--- src/rtl/pacman_definitions_pkg.sv ---
// Shared Pac-Man raster constants and stage bundles.
// The graphic block imports the same values.
package pacman_definitions_pkg;

  localparam int H_VISIBLE = 640;
  localparam int H_FRONT   = 16;
  localparam int H_SYNC    = 96;
  localparam int H_BACK    = 48;
  localparam int H_TOTAL   = H_VISIBLE + H_FRONT + H_SYNC + H_BACK;

  localparam int V_VISIBLE = 480;
  localparam int V_FRONT   = 10;
  localparam int V_SYNC    = 2;
  localparam int V_BACK    = 33;
  localparam int V_TOTAL   = V_VISIBLE + V_FRONT + V_SYNC + V_BACK;

  localparam int PIXELS_WIDTH     = 80;
  localparam int BOX_WIDTH        = PIXELS_WIDTH;
  localparam int REL_BITS         = 7;
  localparam int PIXEL_COLOR_BITS = 8;
  localparam int CNT_BITS         = 10;

  localparam logic [PIXEL_COLOR_BITS-1:0] BG_COLOR = 8'h00;

  localparam int RESET_X = 280;
  localparam int RESET_Y = 200;

  typedef struct packed {
    logic hit;
    logic visible;
    logic hsync;
    logic vsync;
  } s1_t;

  localparam s1_t S1_RESET = '{
    hit: 1'b0, visible: 1'b0,
    hsync: 1'b1, vsync: 1'b1
  };

  // true when p lies in [lo, lo+w); 11-bit so boxes never wrap
  function automatic logic in_span(
    input logic [CNT_BITS-1:0] p,
    input logic [CNT_BITS-1:0] lo,
    input int                  w
  );
    logic [CNT_BITS:0] pp;
    logic [CNT_BITS:0] ll;
    logic [CNT_BITS:0] hh;
    pp = {1'b0, p};
    ll = {1'b0, lo};
    hh = ll + (CNT_BITS+1)'(w);
    return (pp >= ll) && (pp < hh);
  endfunction

endpackage

--- src/rtl/pacman_sprite_renderer_timing.sv ---
// Stage 0 of the raster: h/v counters, raw syncs,
// visible flag and the frame_start strobe.
module vga_timing_counter #(
  parameter int H_VISIBLE = pacman_definitions_pkg::H_VISIBLE,
  parameter int H_FRONT   = pacman_definitions_pkg::H_FRONT,
  parameter int H_SYNC    = pacman_definitions_pkg::H_SYNC,
  parameter int H_BACK    = pacman_definitions_pkg::H_BACK,
  parameter int V_VISIBLE = pacman_definitions_pkg::V_VISIBLE,
  parameter int V_FRONT   = pacman_definitions_pkg::V_FRONT,
  parameter int V_SYNC    = pacman_definitions_pkg::V_SYNC,
  parameter int V_BACK    = pacman_definitions_pkg::V_BACK
) (
  input  logic       clk,
  input  logic       rst_n,
  input  logic       pix_en,
  output logic [9:0] h,
  output logic [9:0] v,
  output logic       visible,
  output logic       hsync_raw,
  output logic       vsync_raw,
  output logic       frame_start
);

  localparam int HT = H_VISIBLE + H_FRONT + H_SYNC + H_BACK;
  localparam int VT = V_VISIBLE + V_FRONT + V_SYNC + V_BACK;

  localparam logic [9:0] H_LAST = 10'(HT - 1);
  localparam logic [9:0] V_LAST = 10'(VT - 1);
  localparam logic [9:0] H_VIS  = 10'(H_VISIBLE);
  localparam logic [9:0] V_VIS  = 10'(V_VISIBLE);
  localparam logic [9:0] HS_LO  = 10'(H_VISIBLE + H_FRONT);
  localparam logic [9:0] HS_HI  = 10'(H_VISIBLE + H_FRONT + H_SYNC);
  localparam logic [9:0] VS_LO  = 10'(V_VISIBLE + V_FRONT);
  localparam logic [9:0] VS_HI  = 10'(V_VISIBLE + V_FRONT + V_SYNC);

  always_ff @(posedge clk) begin
    if (!rst_n) begin
      h <= '0;
      v <= '0;
    end else if (pix_en) begin
      if (h == H_LAST) begin
        h <= '0;
        v <= (v == V_LAST) ? '0 : v + 10'd1;
      end else begin
        h <= h + 10'd1;
      end
    end
  end

  assign visible     = (h < H_VIS) && (v < V_VIS);
  assign hsync_raw   = !((h >= HS_LO) && (h < HS_HI));
  assign vsync_raw   = !((v >= VS_LO) && (v < VS_HI));
  assign frame_start = pix_en && (h == '0) && (v == V_VIS);

endmodule

--- src/rtl/pacman_sprite_renderer.sv ---
// Pac-Man raster stage: frame-synchronous box position,
// hit test and two-stage colour pipeline with aligned syncs.
module pacman_sprite_renderer
  import pacman_definitions_pkg::*;
#(
  parameter int H_VISIBLE = pacman_definitions_pkg::H_VISIBLE,
  parameter int H_FRONT   = pacman_definitions_pkg::H_FRONT,
  parameter int H_SYNC    = pacman_definitions_pkg::H_SYNC,
  parameter int H_BACK    = pacman_definitions_pkg::H_BACK,
  parameter int V_VISIBLE = pacman_definitions_pkg::V_VISIBLE,
  parameter int V_FRONT   = pacman_definitions_pkg::V_FRONT,
  parameter int V_SYNC    = pacman_definitions_pkg::V_SYNC,
  parameter int V_BACK    = pacman_definitions_pkg::V_BACK,
  parameter int BOX_WIDTH = pacman_definitions_pkg::BOX_WIDTH,
  parameter int REL_BITS  = pacman_definitions_pkg::REL_BITS,
  parameter int PIXEL_COLOR_BITS =
    pacman_definitions_pkg::PIXEL_COLOR_BITS,
  parameter logic [PIXEL_COLOR_BITS-1:0] BG_COLOR =
    pacman_definitions_pkg::BG_COLOR,
  parameter int RESET_X   = pacman_definitions_pkg::RESET_X,
  parameter int RESET_Y   = pacman_definitions_pkg::RESET_Y
) (
  input  logic                        clk,
  input  logic                        rst_n,
  input  logic                        pix_en,
  input  logic [9:0]                  pac_x,
  input  logic [9:0]                  pac_y,
  input  logic                        pos_valid,
  output logic [REL_BITS-1:0]         rel_x,
  output logic [REL_BITS-1:0]         rel_y,
  input  logic [PIXEL_COLOR_BITS-1:0] box_pixel,
  output logic                        hsync,
  output logic                        vsync,
  output logic [PIXEL_COLOR_BITS-1:0] rgb,
  output logic                        frame_start
);

  logic [9:0] h;
  logic [9:0] v;
  logic       visible;
  logic       hsync_raw;
  logic       vsync_raw;

  vga_timing_counter #(
    .H_VISIBLE (H_VISIBLE),
    .H_FRONT   (H_FRONT),
    .H_SYNC    (H_SYNC),
    .H_BACK    (H_BACK),
    .V_VISIBLE (V_VISIBLE),
    .V_FRONT   (V_FRONT),
    .V_SYNC    (V_SYNC),
    .V_BACK    (V_BACK)
  ) u_timing (
    .clk         (clk),
    .rst_n       (rst_n),
    .pix_en      (pix_en),
    .h           (h),
    .v           (v),
    .visible     (visible),
    .hsync_raw   (hsync_raw),
    .vsync_raw   (vsync_raw),
    .frame_start (frame_start)
  );

  logic [9:0] sx;
  logic [9:0] sy;
  logic       pending;
  logic [9:0] ax;
  logic [9:0] ay;

  // active only changes at frame_start, so no frame ever tears
  always_ff @(posedge clk) begin
    if (!rst_n) begin
      sx      <= '0;
      sy      <= '0;
      pending <= 1'b0;
      ax      <= 10'(RESET_X);
      ay      <= 10'(RESET_Y);
    end else if (pix_en) begin
      if (frame_start) begin
        pending <= 1'b0;
        if (pos_valid) begin
          ax <= pac_x;
          ay <= pac_y;
        end else if (pending) begin
          ax <= sx;
          ay <= sy;
        end
      end else if (pos_valid) begin
        sx      <= pac_x;
        sy      <= pac_y;
        pending <= 1'b1;
      end
    end
  end

  logic                hit;
  logic [REL_BITS-1:0] dx;
  logic [REL_BITS-1:0] dy;

  // gating with visible clips boxes that run off the screen
  assign hit = visible
            && in_span(h, ax, BOX_WIDTH)
            && in_span(v, ay, BOX_WIDTH);
  assign dx  = REL_BITS'(h - ax);
  assign dy  = REL_BITS'(v - ay);

  s1_t s1;

  always_ff @(posedge clk) begin
    if (!rst_n) begin
      rel_x <= '0;
      rel_y <= '0;
      s1    <= S1_RESET;
    end else if (pix_en) begin
      rel_x      <= hit ? dx : '0;
      rel_y      <= hit ? dy : '0;
      s1.hit     <= hit;
      s1.visible <= visible;
      s1.hsync   <= hsync_raw;
      s1.vsync   <= vsync_raw;
    end
  end

  logic drawn;
  assign drawn = s1.hit && (box_pixel != '0);

  always_ff @(posedge clk) begin
    if (!rst_n) begin
      rgb   <= '0;
      hsync <= 1'b1;
      vsync <= 1'b1;
    end else if (pix_en) begin
      rgb   <= !s1.visible ? '0
             : drawn       ? box_pixel
             :               BG_COLOR;
      hsync <= s1.hsync;
      vsync <= s1.vsync;
    end
  end

endmodule

--- config.mk ---
export PLATFORM = sky130hd
export DESIGN_NAME = pacman_sprite_renderer
export DESIGN_NICKNAME = d
export VERILOG_FILES = /design/src/rtl/pacman_definitions_pkg.sv /design/src/rtl/pacman_sprite_renderer_timing.sv /design/src/rtl/pacman_sprite_renderer.sv
export SDC_FILE = /design/constraint.sdc
export NUM_CORES = 1
export LEC_CHECK = 0
export ABC_AREA = 1
export CAP_MARGIN = 20
export CELL_PAD_IN_SITES_DETAIL_PLACEMENT = 1
export CELL_PAD_IN_SITES_GLOBAL_PLACEMENT = 2
export CORE_UTILIZATION = 33
export CTS_CLUSTER_DIAMETER = 40
export CTS_CLUSTER_SIZE = 10
export DETAILED_ROUTE_END_ITERATION = 7
export PLACE_DENSITY = 0.77
export SLEW_MARGIN = 20
export SYNTH_ARGS = -nofsm -noshare
export SYNTH_HDL_FRONTEND = slang
export SYNTH_SLANG_ARGS = --single-unit
--- constraint.sdc ---
create_clock -name clk -period 2.4 [get_ports clk]
set_input_delay 0.24 -clock clk [delete_from_list [all_inputs] [get_ports clk]]
set_output_delay 0.24 -clock clk [all_outputs]
set_load 0.03 [all_outputs]
==> reports/results.tsv <==
metric	value	unit
status	finished, final reports clean	
yosys-mux-area-fraction	0	%
synth_flop_cell	dfxtp_1	
synth_top_family_by_area	simple AND/OR/NAND/NOR gates	
routed_wl	14.6	mm
drt.antenna.violating_nets	0	
yosysWarnings	0	
cts_tree	yes	
slowest_delay	360	ps
cpLargestDelayFamily	simple AND/OR/NAND/NOR gates	
grt.busiest_layer	met2	
antenna_cells	0	
cts_buffers	9	
critPathLaunchType	flop	
clock_latency	350	ps
clkPwrFrac	46.7	%
worstMarginPinSlew	373	ps
overflow	0	
grt_max_degree	43	
finClkSkew	9.14	ps
powerDensity	522	mW/mm^2
grt_pass1_wl	24.0	mm
cp_max_fo	7	
track_usage	18.5	%
gr-usage-met3	2.62	%
cts_buffer_depth	2	
fin_crit_sh	90.7	%
ctsHoldBuffers	0	
syn-num-nets	786	
drtIter0Drc	162	
grt.met2_usage	31.5	%
synth-compound-area-share	16.5	%
fmax	459	MHz
crit_type	reg2reg	
via_per_inst	4.86	
power.total	3.37	mW
die_area	0.0165	mm^2
place_ws	-26.6	ps
fin_area	0.00644	mm^2
comb_power_share	8.1	%
root_buffer	clkbuf_16	
final_common_cell	nand2_1	
synth_area	0.00529	mm^2
post_synth.cell_area_avg	7.42	um^2
met1_usage	24.1	%
ir_worst_vdd	0.307	mV
syn_to_final_growth	21.8	%
setup_tns	0	ps
synth-simple-area-share	26.3	%
p_leak	2.72	nW
layout_common_cells	nand2_1 (141), inv_1 (89), dfxtp_1 (86)	
async_flop_share	0	%
dp_hpwl	11.1	mm
start_util	34.3	%
fp.dieW	129	um
gp_congestion	0.788	
synth_edf_count	0	
crit_path_cell_trace	inv_2, o21ai_2, nand3_2, xor2_1, ha_1, a21oi_2, nand2_1, nand2_2, nand3_4, nor2_4, nand4_1, a21oi_1	
final_max_slew_viol_count	0	
synth_area_leader_cell	dfxtp_1	
fp-row-count	45	
die_y	129	um
p_int	2.55	mW
io_pins	57	
required	2680	ps
fin_crit	2180	ps
setup_ws	222	ps
layout-drive-gt1-share	11.5	%
end_kind	flop	
synth.distinct_cells	44	
vias	4782	
synthCells	713	
rsz0062_at_grt	no	
crit_arrival	2450	ps
synth_top_area_share	33.7	%
synth.area.top_cells	dfxtp_1 (34%), nand2_1 (10%), ha_1 (9.2%)	
synthAdderAreaFrac	9.98	%
htreeDepth	3	
postPlaceCellArea	0.00605	mm^2
finalSetupViolCount	0	
drc	0	
seqPwrFrac	45.2	%
antenna_found_initial	0	
p_sw_share	24.2	%
maxCapViolations	0	
p_sw	0.816	mW
wl_per_cell	14.8	um
port_buffers	56	
synth-xor-area-share	3.31	%
first_global_vias	4907	
ys_seq_elements	89	
slew_headroom	75.1	%
cts_sinks	89	
drt-pass1-iter-count	4	
path_clk_slew	70	ps
cp_slowest_cell	dfxtp_2	
ys_seq_area_share	33.7	%
final_hold_viol_count	0	
critical_path_buf_inv_count	1	
core_area	0.0154	mm^2
nets	841	
hold_path_class	reg2reg	
## per-stage QoR
stage / utilization, % / std cells / hold WS [ps]
after detailed placement: 39.2 / 965 / 441
after floorplan: - / 713 / 388
after global routing: 41.8 / 984 / 490
after CTS: 41.4 / 981 / 459
final: 41.8 / 984 / 454
after global placement: 39.2 / 965 / 441
## power groups by stage
stage / combinational, mW / clock (mW) / sequential [mW]
floorplan: 0.162 / 0 / 1.56
global placement: 0.268 / 0 / 1.55
detailed placement: 0.274 / 0 / 1.56
CTS: 0.275 / 1.61 / 1.52
global route: 0.307 / 1.68 / 1.52
finish: 0.272 / 1.57 / 1.52
## Yosys cell counts (8+ instances only)
library cell / number
clkbuf_1: 16
ha_1: 39
nand3_1: 45
xor2_1: 16
o21ai_0: 32
o21ai_1: 8
nor2_1: 51
nand2_1: 144
dfxtp_1: 89
inv_1: 91
a21oi_1: 60
a211oi_2: 20
nor3_1: 11
nand4_1: 27
## state kept, by name, indices dropped and copies added (netlist names)
signal      cells
rgb             8
u_timing.v     10
sx             10
rel_y           7
ax             10
u_timing.h     10
pending         1
sy             10
ay             10
rel_x           7
vsync           1
hsync           1
s1              4
## worst paths after layout
check / startpoint / to / slack [ps] / cells past startpoint
worst max-delay path: ay[4]$_SDFFE_PN0P_ / rel_y[0]$_SDFFE_PN0P_ / 220 / 12
worst min-delay path: vsync$_SDFFE_PN1P_ / vsync$_SDFFE_PN1P_ / 450 / 2
worst max register to register: ay[4]$_SDFFE_PN0P_ / rel_y[0]$_SDFFE_PN0P_ / 220 / 12
worst min register to register: vsync$_SDFFE_PN1P_ / vsync$_SDFFE_PN1P_ / 450 / 2
## worst reg2reg max path: cells and delay by family (launching register included)
kind	cells	cell delay (ps)
XOR/XNOR	1	150
flip-flops	1	360
buffers and inverters	1	60
adder cells (fa/ha/maj)	1	340
AND/OR/NAND/NOR	6	720
AO/OA/AOI/OAI	3	450
## logic make-up (layout without fill, tap and decap cells)
logic type | count (synthesis) | after routing
AOI/OAI and AO/OA | 136 | 136
adders and majority gates | 41 | 41
xor gates and xnor gates | 20 | 20
buffers and inverters | 124 | 183
and+or+nand+nor | 303 | 304
DFF | 89 | 89
## area by class of cell
class                           instances  area [um^2]
Clock buffer                            9          225
Multi-Input combinational cell        501         3010
Inverter                               95          363
Sequential cell                        89         1790
Timing Repair Buffer                   72          694
Clock inverter                          7          101
Fill cell                            1926         8980
Tap cell                              211          264
## what timing repair did
| item | CTS | global route |
|---|---|---|
| resized for setup | 1 | 16 |
| endpoints found under the setup margin | 11 | 15 |
| gates cloned | 0 | 2 |
| pin swaps | 0 | 6 |
| buffers inserted | 0 | 1 |
## routing by layer
layer	part of all wire (%)	vias to the layer above
met5	0	-
met4	1.4	0
met3	3.3	15
met2	47	78
met1	49	2216
li1	-	2473
Note: power is estimated with default switching activity, not from simulation.
